==> src/rtl/ldm_stm_seq_pkg.sv <==
// ldm_stm_seq_pkg: FSM encodings, addressing modes and helpers shared by the LDM/STM sequencer.
package ldm_stm_seq_pkg;

    localparam logic [3:0] REG_PC = 4'd15;

    typedef enum logic [1:0] {
        S_IDLE = 2'd0,
        S_XFER = 2'd1,
        S_WB   = 2'd2,
        S_DONE = 2'd3
    } state_t;

    // Encoded as {pre, up}
    typedef enum logic [1:0] {
        AM_DA = 2'b00,
        AM_IA = 2'b01,
        AM_DB = 2'b10,
        AM_IB = 2'b11
    } amode_t;

    function automatic logic [4:0] popcount16(input logic [15:0] v);
        logic [4:0] n;
        n = '0;
        for (int i = 0; i < 16; i++) n = n + 5'(v[i]);
        return n;
    endfunction

endpackage

==> src/rtl/ldm_stm_seq_lsb_pick.sv <==
// ldm_stm_seq_lsb_pick: combinational lowest-set-bit encoder for a 16-bit register list.
module ldm_stm_seq_lsb_pick (
    input  logic [15:0] vec_i,
    output logic [3:0]  idx_o,
    output logic        valid_o
);

    always_comb begin
        idx_o = '0;
        for (int i = 15; i >= 0; i--) if (vec_i[i]) idx_o = 4'(i);
    end

    assign valid_o = |vec_i;

endmodule

==> src/rtl/ldm_stm_seq.sv <==
// ldm_stm_seq: multi-cycle LDM/STM sequencer walking the register list one register per cycle.
module ldm_stm_seq
    import ldm_stm_seq_pkg::*;
#(
    parameter int DW   = 32,
    parameter int NREG = 16
) (
    input  logic            clk,
    input  logic            rst_n,
    input  logic            start_i,
    input  logic            is_load_i,
    input  logic            pre_i,
    input  logic            up_i,
    input  logic            wback_i,
    input  logic [3:0]      rn_i,
    input  logic [DW-1:0]   base_i,
    input  logic [NREG-1:0] reglist_i,
    output logic [3:0]      rf_ra_o,
    input  logic [DW-1:0]   rf_rd_i,
    output logic            rf_we_o,
    output logic [3:0]      rf_wa_o,
    output logic [DW-1:0]   rf_wd_o,
    output logic            pc_we_o,
    output logic [DW-1:0]   pc_wd_o,
    output logic [DW-1:0]   mem_addr_o,
    output logic            mem_we_o,
    output logic [DW-1:0]   mem_wd_o,
    input  logic [DW-1:0]   mem_rd_i,
    output logic            busy_o,
    output logic            done_o
);

    state_t          state_q, state_d;
    logic            load_q, wb_q;
    logic [3:0]      rn_q;
    logic [NREG-1:0] list_q, rest;
    logic [DW-1:0]   addr_q, fbase_q, n4, start_addr;
    logic [3:0]      k;
    logic            kv, xfer, ld, st, ldpc, ldr, wbs;
    amode_t          am;

    ldm_stm_seq_lsb_pick u_pick (
        .vec_i   (list_q),
        .idx_o   (k),
        .valid_o (kv)
    );

    assign rest = list_q & (list_q - NREG'(1));
    assign n4   = DW'({popcount16(reglist_i), 2'b00});
    assign am   = amode_t'({pre_i, up_i});
    assign start_addr = am == AM_IA ? base_i :
                        am == AM_IB ? base_i + DW'(4) :
                        am == AM_DA ? base_i - n4 + DW'(4) : base_i - n4;

    always_ff @(posedge clk or negedge rst_n) begin
        if (!rst_n) state_q <= S_IDLE;
        else        state_q <= state_d;
    end

    // A loaded base register overrides writeback, so writeback is dropped at latch time
    always_ff @(posedge clk or negedge rst_n) begin
        if (!rst_n) begin
            load_q  <= 1'b0;
            wb_q    <= 1'b0;
            rn_q    <= '0;
            list_q  <= '0;
            addr_q  <= '0;
            fbase_q <= '0;
        end else if (state_q == S_IDLE && start_i) begin
            load_q  <= is_load_i;
            wb_q    <= wback_i && rn_i != REG_PC && !(is_load_i && reglist_i[rn_i]);
            rn_q    <= rn_i;
            list_q  <= reglist_i;
            addr_q  <= start_addr;
            fbase_q <= up_i ? base_i + n4 : base_i - n4;
        end else if (xfer) begin
            list_q  <= rest;
            addr_q  <= addr_q + DW'(4);
        end
    end

    always_comb begin
        state_d = state_q;
        case (state_q)
            S_IDLE:  if (start_i) state_d = reglist_i == '0 ? S_DONE : S_XFER;
            S_XFER:  if (rest == '0) state_d = wb_q ? S_WB : S_DONE;
            S_WB:    state_d = S_DONE;
            default: state_d = S_IDLE;
        endcase
    end

    always_comb begin
        xfer       = state_q == S_XFER && kv;
        ld         = xfer && load_q;
        st         = xfer && !load_q;
        wbs        = state_q == S_WB;
        ldpc       = ld && k == REG_PC;
        ldr        = ld && k != REG_PC;
        rf_ra_o    = st ? k : 4'd0;
        mem_addr_o = xfer ? addr_q : '0;
        mem_we_o   = st;
        mem_wd_o   = st ? rf_rd_i : '0;
        rf_we_o    = ldr || wbs;
        rf_wa_o    = ldr ? k : wbs ? rn_q : 4'd0;
        rf_wd_o    = ldr ? mem_rd_i : wbs ? fbase_q : '0;
        pc_we_o    = ldpc;
        pc_wd_o    = ldpc ? mem_rd_i : '0;
        busy_o     = state_q != S_IDLE;
        done_o     = state_q == S_DONE;
    end

endmodule

==> config.mk <==
export PLATFORM = sky130hd
export DESIGN_NAME = ldm_stm_seq
export DESIGN_NICKNAME = d
export VERILOG_FILES = /design/src/rtl/ldm_stm_seq_pkg.sv /design/src/rtl/ldm_stm_seq_lsb_pick.sv /design/src/rtl/ldm_stm_seq.sv
export SDC_FILE = /design/constraint.sdc
export NUM_CORES = 1
export LEC_CHECK = 0
export BUFFER_PORTS_ARGS = -buffer_cell sky130_fd_sc_hd__buf_2
export CAP_MARGIN = 15
export CORE_MARGIN = 2
export CORE_UTILIZATION = 54
export DETAILED_ROUTE_END_ITERATION = 12
export GPL_ROUTABILITY_DRIVEN = 0
export HOLD_SLACK_MARGIN = 0.08
export PLACE_DENSITY_LB_ADDON = 0.05
export SYNTH_ARGS = -nofsm -noshare
export SYNTH_HDL_FRONTEND = slang
export SYNTH_SLANG_ARGS = --single-unit
export TNS_END_PERCENT = 10
==> constraint.sdc <==
create_clock -name clk -period 3.8 [get_ports clk]
set_clock_uncertainty 0.1 [all_clocks]
set_input_delay 0.19 -clock clk [delete_from_list [all_inputs] [get_ports clk]]
set_output_delay 0.19 -clock clk [all_outputs]
set_load 0.05 [all_outputs]
# Word level (Yosys, flattened, before mapping)
# Index checks and enable logic that the tools add are counted.
dict set report totals {
  rom_bits 0
  output_inout_bits 141
  n_memories 0
  register_bits 88
  word_cells 99
  ram_bits 0
  input_bits 123
  latchBits 0
}
dict set report classes {
  n_bitwise 1
  shift 0
  eq_ne 10
  reduce_logical 20
  div 0
  n_mul 0
  addsub 21
  order_cmp 1
  n_mux 39
}
# cell n
set op_table {}
lappend op_table {{$mux W32} 11}
lappend op_table {{$add A32 B3 Y32 const B} 3}
lappend op_table {{$mux W4} 19}
lappend op_table {{$add A5 B1 Y5} 11}
lappend op_table {{$add A32 B7 Y32} 1}
lappend op_table {{$logic_not A16 Y1} 2}
lappend op_table {{$mux W16} 2}
lappend op_table {{$sub A32 B7 Y32} 1}
lappend op_table {{$and A16 B16 Y16} 1}
lappend op_table {{$reduce_or A16 Y1} 1}
lappend op_table {{$sub A16 B1 Y16 const B} 1}
lappend op_table {{$logic_and A1 B1 Y1} 9}
lappend op_table {{$ne A4 B4 Y1 const B} 2}
lappend op_table {{$eq A2 B2 Y1 const B} 3}
lappend op_table {{$mux W2} 3}
lappend op_table {{$pmux W2 S3} 1}
lappend op_table {{$add A4 B1 Y5} 1}
lappend op_table {{$lt A4 B5 Y1 const B} 1}
lappend op_table {{$add A3 B1 Y4} 1}
lappend op_table {{$bmux W1 S4} 1}
lappend op_table {{$eq A2 B1 Y1 const B} 2}
lappend op_table {{$eq A4 B4 Y1 const B} 1}
lappend op_table {{$logic_not A2 Y1} 2}
lappend op_table {{$ne A2 B2 Y1 const B} 2}
lappend op_table {{7 further kinds} 10}

# Depth between registers and ports, before layout
# Gate-level depths: netlist (run 1).
dict set report depth {
  ltp_word 21
  ltp_mapped 25
  mapped_depth_nobuf 23
}

# Modules after synthesis
# Synthesis (run 1) repeated with hierarchy kept, for this count alone.
dict set report hier_totals {
  cells_unflattened 1290
  area_unflattened_um2 9496.6
}
# mod area_each_um2 seq_area_each_um2 cells_each instances
set by_module_without_submodules {}
lappend by_module_without_submodules {ldm_stm_seq 9320.2 2202.1 1256 1}
lappend by_module_without_submodules {ldm_stm_seq_lsb_pick 176.4 0.0 34 1}

# Least setup slack after synthesis (run 1)
# No wires, ideal clock.
dict set report synth_timing {
  kind {in2reg}
  start {input port reglist_i[0]}
  end {register addr_q[30]}
  t_arrival_ps 6104
  stages 19
  slack_ps -2543
  cell_sequence {inv_1 -> fa_1 -> fa_1 -> fa_1 -> fa_1 -> inv_1 -> ha_1 -> fa_1 -> xor2_1 -> ha_1 -> nor2_1 -> o311ai_0 -> nand3_1 -> a2111o_1 -> a211o_1 -> or4b_4 -> or4_1 -> nand3_1 -> a22oi_1}
}
dict set report synth_via {
  elab_chain_len 21
}
# element line
set synth_rtl {}
lappend synth_rtl {{start: declaration} ldm_stm_seq.sv:17} ;# input logic [NREG-1:0] reglist_i,
lappend synth_rtl {{$add A1 B1 Y2 *} ldm_stm_seq_pkg.sv:24} ;# for (int i = 0; i < 16; i++) n = n + 5'(v[i]);
lappend synth_rtl {{$add A2 B1 Y3 *} ldm_stm_seq_pkg.sv:24}
lappend synth_rtl {{$add A3 B1 Y4 *} ldm_stm_seq_pkg.sv:24}
lappend synth_rtl {{$add A4 B1 Y5 *} ldm_stm_seq_pkg.sv:24}
lappend synth_rtl {{$add A5 B1 Y5 * (11 in series)} ldm_stm_seq_pkg.sv:24}
lappend synth_rtl {{$sub A32 B7 Y32 *} ldm_stm_seq.sv:53} ;# am == AM_DA ? base_i - n4 + DW'(4) : base_i - n4;
lappend synth_rtl {{$add A32 B3 Y32} ldm_stm_seq.sv:53}
lappend synth_rtl {{$mux W32 *} ldm_stm_seq.sv:53}
lappend synth_rtl {{$mux W32 *} ldm_stm_seq.sv:52} ;# am == AM_IB ? base_i + DW'(4) :
lappend synth_rtl {{$mux W32 *} ldm_stm_seq.sv:51} ;# assign start_addr = am == AM_IA ? base_i :
lappend synth_rtl {{$mux W32 *} ldm_stm_seq.sv:69} ;# end else if (state_q == S_IDLE && start_i) begin
lappend synth_rtl {{end signal: assignment} ldm_stm_seq.sv:74} ;# addr_q <= start_addr;
lappend synth_rtl {{end signal: assignment} ldm_stm_seq.sv:78} ;# addr_q <= addr_q + DW'(4);
lappend synth_rtl {{end: declaration} ldm_stm_seq.sv:37} ;# logic [DW-1:0] addr_q, fbase_q, n4, start_addr;
# Every way passes the cells marked *; elsewhere a longest branch is shown, timed or not.
# A chain may end at the register's enable or synchronous reset.

# Final worst setup path (run 1)
# Ends and elaborated chain as after synthesis.

==> metrics.yaml, run 1 <==
status:
  status: "complete, but fails checks"
  violations: "negative setup slack"
global_routing:
  grt_pass1_wl_mm: 54.5
  grt_max_degree: 63
  grt_usage_pct: 39.4
  grt-ovfl-total: 0
  grt_pass1_vias: 9882
  antenna_found_initial: 3
critical_path:
  cp-startpoint: "reglist_i[0]"
  crit_path_end_kind: "register"
  r2r_start: "list_q[2]$_DFFE_PN0P_"
  crit_fanout: 5
  crit_arrival_ps: 6010
  required_ps: 3900
  worstRegToRegCells: 10
  crit_path_start_kind: "input port"
  worstReg2RegEnd: "state_q[0]$_DFFE_PN0P_"
  rrSetupSlack_ps: 500
  criticalPathCategory: "in -> reg"
  crit_end: "addr_q[30]$_DFFE_PN0P_"
logic_synthesis:
  synth_ff_type: "dfrtp_1"
  synthArstFlopShare_pct: 100
  syn_nets: 1318
  synth-edff-count: 0
  synth-seq-cells: 88
  synth_area_um2: 8920
  synth_cell_types: 69
  synth_cells: 1159
  synth.avg_cell_area_um2: 7.70
  yosysWarnings: 0
  ys_seq_area_share_pct: 24.7
pwr:
  power_density_nw_per_um2: 794
  p_leak_nw: 5.76
  p_total_mw: 9.78
  peakVddDrop_mv: 0.797
cts:
  clk_pin_slew_worst_paths_ps: 70
  cts_root_buf: "clkbuf_16"
  htree_levels: 3
  cts.sinks: 88
  numCtsBuffers: 9
  cts_tree: "done"
  clock_latency_ps: 350
  clockBufferDepth: 2
route:
  vias_per_cell: 6.08
  vias: 10536
  first_pass_iters: 6
  drc_errors: 0
  ant_nets: 0
  wl_per_cell_um: 20.6
  drt-total-wl_mm: 35.8
  drt-initial-drc-count: 1281
floorplan:
  ioPinCount: 264
  initial_core_util_pct: 55.8
  num_rows: 46
  die_w_um: 133
  fp.dieArea_um2: 17600
  core_area_um2: 16000
  fp.dieH_um: 133
sta:
  hold_violations: 0
  tns_ps: -80620
  worst_pin_slew_ps: 1130
  min_period_ps: 5910
  relSlewSlack_pct: 24.0
  slew_violations: 0
  post-route-period-util_pct: 156
  max_freq_mhz: 169
  fin_ws_ps: -2110
  finalSetupViolations: 58
  grt_setup_unrepaired: "true"
min_path:
  holdPathStages: 4
  hold_class: "in -> reg"
cells_and_area:
  syn2layout_area_growth_pct: 38.0
  fill_cells: 1243
  drive_gt1_share_pct: 34.5
  nets: 1671
  diodes: 0
placement:
  io_buffers: 263
  place_hpwl_mm: 27.5
  place_ws_ps: -2540
job:
  drv_cap: 0
-- cells by family after synthesis --
group	synth area share (%)
simple gates	29.6
compound gates	18.6
buf+inv	5.57
xor+xnor	12.2
flops	24.7
fa+ha+maj	6.39
mux	3.03
-- routing by layer --
layer / track usage (%) / vias up / routed length [µm]
met5: 0 / - / 35
met4: 18.0 / 6 / 1780
met3: 8.28 / 129 / 3470
met2: 66.4 / 664 / 17200
met1: 48.6 / 4944 / 13300
li1: - / 4793 / -
-- state kept, by name (all words and copies together) (netlist names) --
| name | count |
|---|---|
| rn_q | 4 |
| fbase_q | 32 |
| addr_q | 32 |
| wb_q | 1 |
| load_q | 1 |
| list_q | 16 |
| state_q | 2 |
-- report_power, final --
group,switching [mW],internal [mW],leakage (nW)
Combinational,4.53,2.49,4.54
Clock,0.398,0.544,0.148
Sequential,0.437,1.38,1.07
-- timing repair --
item	4_1_cts	5_1_grt
endpoints found under the hold margin	73	1
pin swaps	22	24
hold buffers	11	1
endpoints found under the setup margin	90	93
cloned	0	0
setup buffers	9	4
resized for setup	62	66
-- cells in the final DEF, fill, tap and decap left out, types with 20 or more instances in the layout --
cell type,count
a21oi_1,33
a22o_1,33
and2_1,100
buf_2,239
buf_4,153
dfrtp_1,87
ha_1,20
inv_1,39
nand2_1,141
nand3_1,40
nand4_1,23
nor2_1,69
nor3_1,27
o21ai_0,65
xnor2_1,76
xor2_1,44
-- Yosys cell counts, drive strengths merged (6+ instances only) --
cell type | number | area (µm²)
nand2 | 144 | 541
and2 | 102 | 638
dfrtp | 88 | 2200
xnor2 | 79 | 692
nor2 | 78 | 293
o21ai | 74 | 370
clkbuf | 66 | 249
inv | 49 | 184
nand3 | 45 | 225
xor2 | 45 | 394
a21oi | 38 | 190
nor3 | 34 | 170
a22o | 33 | 289
ha | 24 | 300
nand4 | 24 | 156
nor4 | 19 | 149
and3 | 17 | 106
a31oi | 13 | 81.3
buf | 13 | 60.1
fa | 12 | 240
o22ai | 12 | 75.1
or3 | 12 | 75.1
or4 | 11 | 86.3
o211ai | 10 | 75.1
mux2i | 9 | 90.1
o31ai | 9 | 67.6
a21o | 8 | 60.1
nand2b | 7 | 43.8
mux4 | 6 | 135
-- how the worst min path moves through the flow --
stage / endpoint / slack, ps / start
finish: list_q[3]$_DFFE_PN0P_ / 90 / reglist_i[3]
global route: list_q[3]$_DFFE_PN0P_ / 90 / reglist_i[3]
CTS: list_q[7]$_DFFE_PN0P_ / 80 / reglist_i[7]
detailed placement: addr_q[5]$_DFFE_PN0P_ / 210 / rst_n
global placement: addr_q[5]$_DFFE_PN0P_ / 210 / rst_n
floorplan: addr_q[0]$_DFFE_PN0P_ / -210 / rst_n
-- cell type report --
class | instances | area (µm²) | area share (%)
Multi-Input combinational cell | 942 | 6670 | 54.2
Timing Repair Buffer | 421 | 2670 | 21.6
Sequential cell | 88 | 2200 | 17.9
Tap cell | 216 | 270 | 2.19
Clock buffer | 11 | 253 | 2.05
Inverter | 50 | 195 | 1.58
Clock inverter | 5 | 55.1 | 0.447
-- worst max-delay path, cell delays in order --
cell and delay [ps]:
buf_2 130, inv_2 50, fa_1 460, fa_1 560, fa_2 450, fa_1 510, inv_2 50, ha_4 170
fa_2 370, xor2_1 180, ha_1 360, nor2_2 90, o311ai_2 410, nand3_2 140, a2111o_1 400, a211o_1 290
or4b_4 580, or4_1 430, nand3_1 100, a22oi_1 100
-- through the flow --
step                      hold slack (ps)  cells  util [%]  area (µm²)
after floorplan                      -206   1159         -        9040
after global placement                213   1693      71.0       11400
after detailed placement              215   1693      71.0       11400
after CTS                            81.2   1729      75.3       12100
after global routing                 91.8   1733      77.0       12300
final                                87.8   1733      77.0       12300
Note: power is estimated with default switching activity, not from simulation.
==> inputs of run 2 (changes only) <==
SETUP_SLACK_MARGIN = 0.02   (was default)
==> metrics.yaml, run 2 (synthesis results as in run 1) <==
status:
  status: "complete, but fails checks"
  violations: "negative setup slack"
min_path:
  hold_class: "in -> reg"
floorplan:
  num_rows: 46
  core_area_um2: 16000
  fp.dieArea_um2: 17600
  fp.dieH_um: 133
  initial_core_util_pct: 55.8
  ioPinCount: 264
  die_w_um: 133
cells_and_area:
  largest_registers: "addr_q (32), fbase_q (32), list_q (16)"
  diodes: 0
  final_common_cell: "buf_2"
  final_cell_mix: "buf_2 (234), buf_4 (146), nand2_1 (141)"
  nets: 1671
  drive_gt1_share_pct: 34.5
  final_cell_area_um2: 12300
  syn2layout_area_growth_pct: 38.2
  fill_cells: 1234
critical_path:
  crit_fanout: 5
  crit_path_start_kind: "input port"
  required_ps: 3900
  crit_arrival_ps: 6010
  slowest_delay_ps: 580
  criticalPathCategory: "in -> reg"
  crit_path_end_kind: "register"
  path_common_cell: "fa_1"
  cpMaxStageDelayCell: "or4b_4"
  crit_chain: "buf_2, inv_1, fa_1, fa_1, fa_2, fa_1, inv_2, ha_4, fa_2, xor2_1, ha_1, nor2_2, o311ai_2, nand3_2, a2111o_1, a211o_1, or4b_4, or4_1, nand3_1, a22oi_1"
sta:
  fin_ws_ps: -2100
  grt_setup_unrepaired: "true"
  relSlewSlack_pct: 27.8
  finalSetupViolations: 58
  worst_pin_slew_ps: 1080
  hold_violations: 0
  post-route-period-util_pct: 155
  min_period_ps: 5900
  max_freq_mhz: 169
  slew_violations: 0
global_routing:
  grt_pass1_wl_mm: 54.6
  grt-ovfl-total: 0
  grt_usage_pct: 39.5
  antenna_found_initial: 3
  grt_max_degree: 63
  grt_pass1_vias: 9897
cts:
  clockBufferDepth: 2
  cts_root_buf: "clkbuf_16"
  clk_pin_slew_worst_paths_ps: 70
  numCtsBuffers: 9
  htree_levels: 3
  cts.sinks: 88
  cts_tree: "done"
  clock_latency_ps: 360
route:
  drt-total-wl_mm: 35.7
  first_pass_iters: 6
  vias_per_cell: 6.08
  drc_errors: 0
  vias: 10542
  ant_nets: 0
  drt-initial-drc-count: 1271
  wl_per_cell_um: 20.6
placement:
  place_hpwl_mm: 27.5
  place_ws_ps: -2540
  io_buffers: 263
  placed_cell_area_um2: 11400
pwr:
  power_density_nw_per_um2: 794
  p_total_mw: 9.79
  peakVddDrop_mv: 0.801
  p_leak_nw: 5.75
job:
  drv_cap: 0
run 2: cell types whose count changed in the layout (fill, tap and decap cells not counted):
cell / previous run / this run
buf_2: 239 / 234
buf_4: 153 / 146
buf_6: 14 / 15
clkbuf_4: 1 / 12
run 2: per-stage QoR:
step / instances / TNS (ps) / util (%) / hold WS [ps]
detailed placement: 1693 / -111220 / 71.0 / 215
finish: 1733 / -80580 / 77.1 / 86.1
CTS: 1729 / -78210 / 75.4 / 81.2
global placement: 1693 / -107220 / 71.0 / 213
floorplan: 1159 / -72500 / - / -206
global route: 1733 / -92370 / 77.1 / 96.2
run 2: routing by layer:
metal | vias up | global-route usage [%] | share of wire [%]
met5 | - | 0 | 0.098
met4 | 6 | 18.4 | 5.1
met3 | 130 | 8.28 | 9.8
met2 | 657 | 66.2 | 48
met1 | 4954 | 48.6 | 37
li1 | 4795 | - | -
run 2: repair_timing:
action,in CTS,in global routing
setup endpoints to repair,90,94
gates resized for setup,65,60
buffers inserted,9,4
hold endpoints to repair,73,1
hold buffers,11,1
pin swaps,22,24
run 2: final cells by class:
cell class | count | area (µm²) | share of cell area, %
Inverter | 50 | 195 | 1.58
Sequential cell | 88 | 2200 | 17.9
Tap cell | 216 | 270 | 2.19
Multi-Input combinational cell | 942 | 6670 | 54.1
Clock inverter | 5 | 55.1 | 0.446
Timing Repair Buffer | 421 | 2680 | 21.7
Clock buffer | 11 | 253 | 2.05
run 2: path summary, 6_finish.rpt:
check | startpoint | end | slack (ps) | cells after the start
max in group asynchronous | rst_n | list_q[2]$_DFFE_PN0P_ | 2340 | 3
setup / recovery | reglist_i[9] | addr_q[30]$_DFFE_PN0P_ | -2100 | 20
setup reg to reg | list_q[2]$_DFFE_PN0P_ | state_q[0]$_DFFE_PN0P_ | 520 | 10
min in group asynchronous | rst_n | addr_q[5]$_DFFE_PN0P_ | 370 | 2
hold / removal | reglist_i[3] | list_q[3]$_DFFE_PN0P_ | 90 | 4
hold reg to reg | addr_q[0]$_DFFE_PN0P_ | addr_q[0]$_DFFE_PN0P_ | 370 | 2
run 2: critical path, delay by kind of cell:
family | cells | cell delay, ps
xor gates and xnor gates | 1 | 180
and+or+nand+nor | 5 | 1330
AOI/OAI and AO/OA | 4 | 1190
buffers and inverters | 3 | 260
adders and majority gates | 7 | 2850
run 2: where the power goes:
group | switching (mW) | total [mW] | internal [mW]
combinational | 4.54 | 7.03 | 2.50
sequential | 0.436 | 1.82 | 1.38
clock | 0.399 | 0.943 | 0.544
total | 5.37 | 9.79 | 4.42
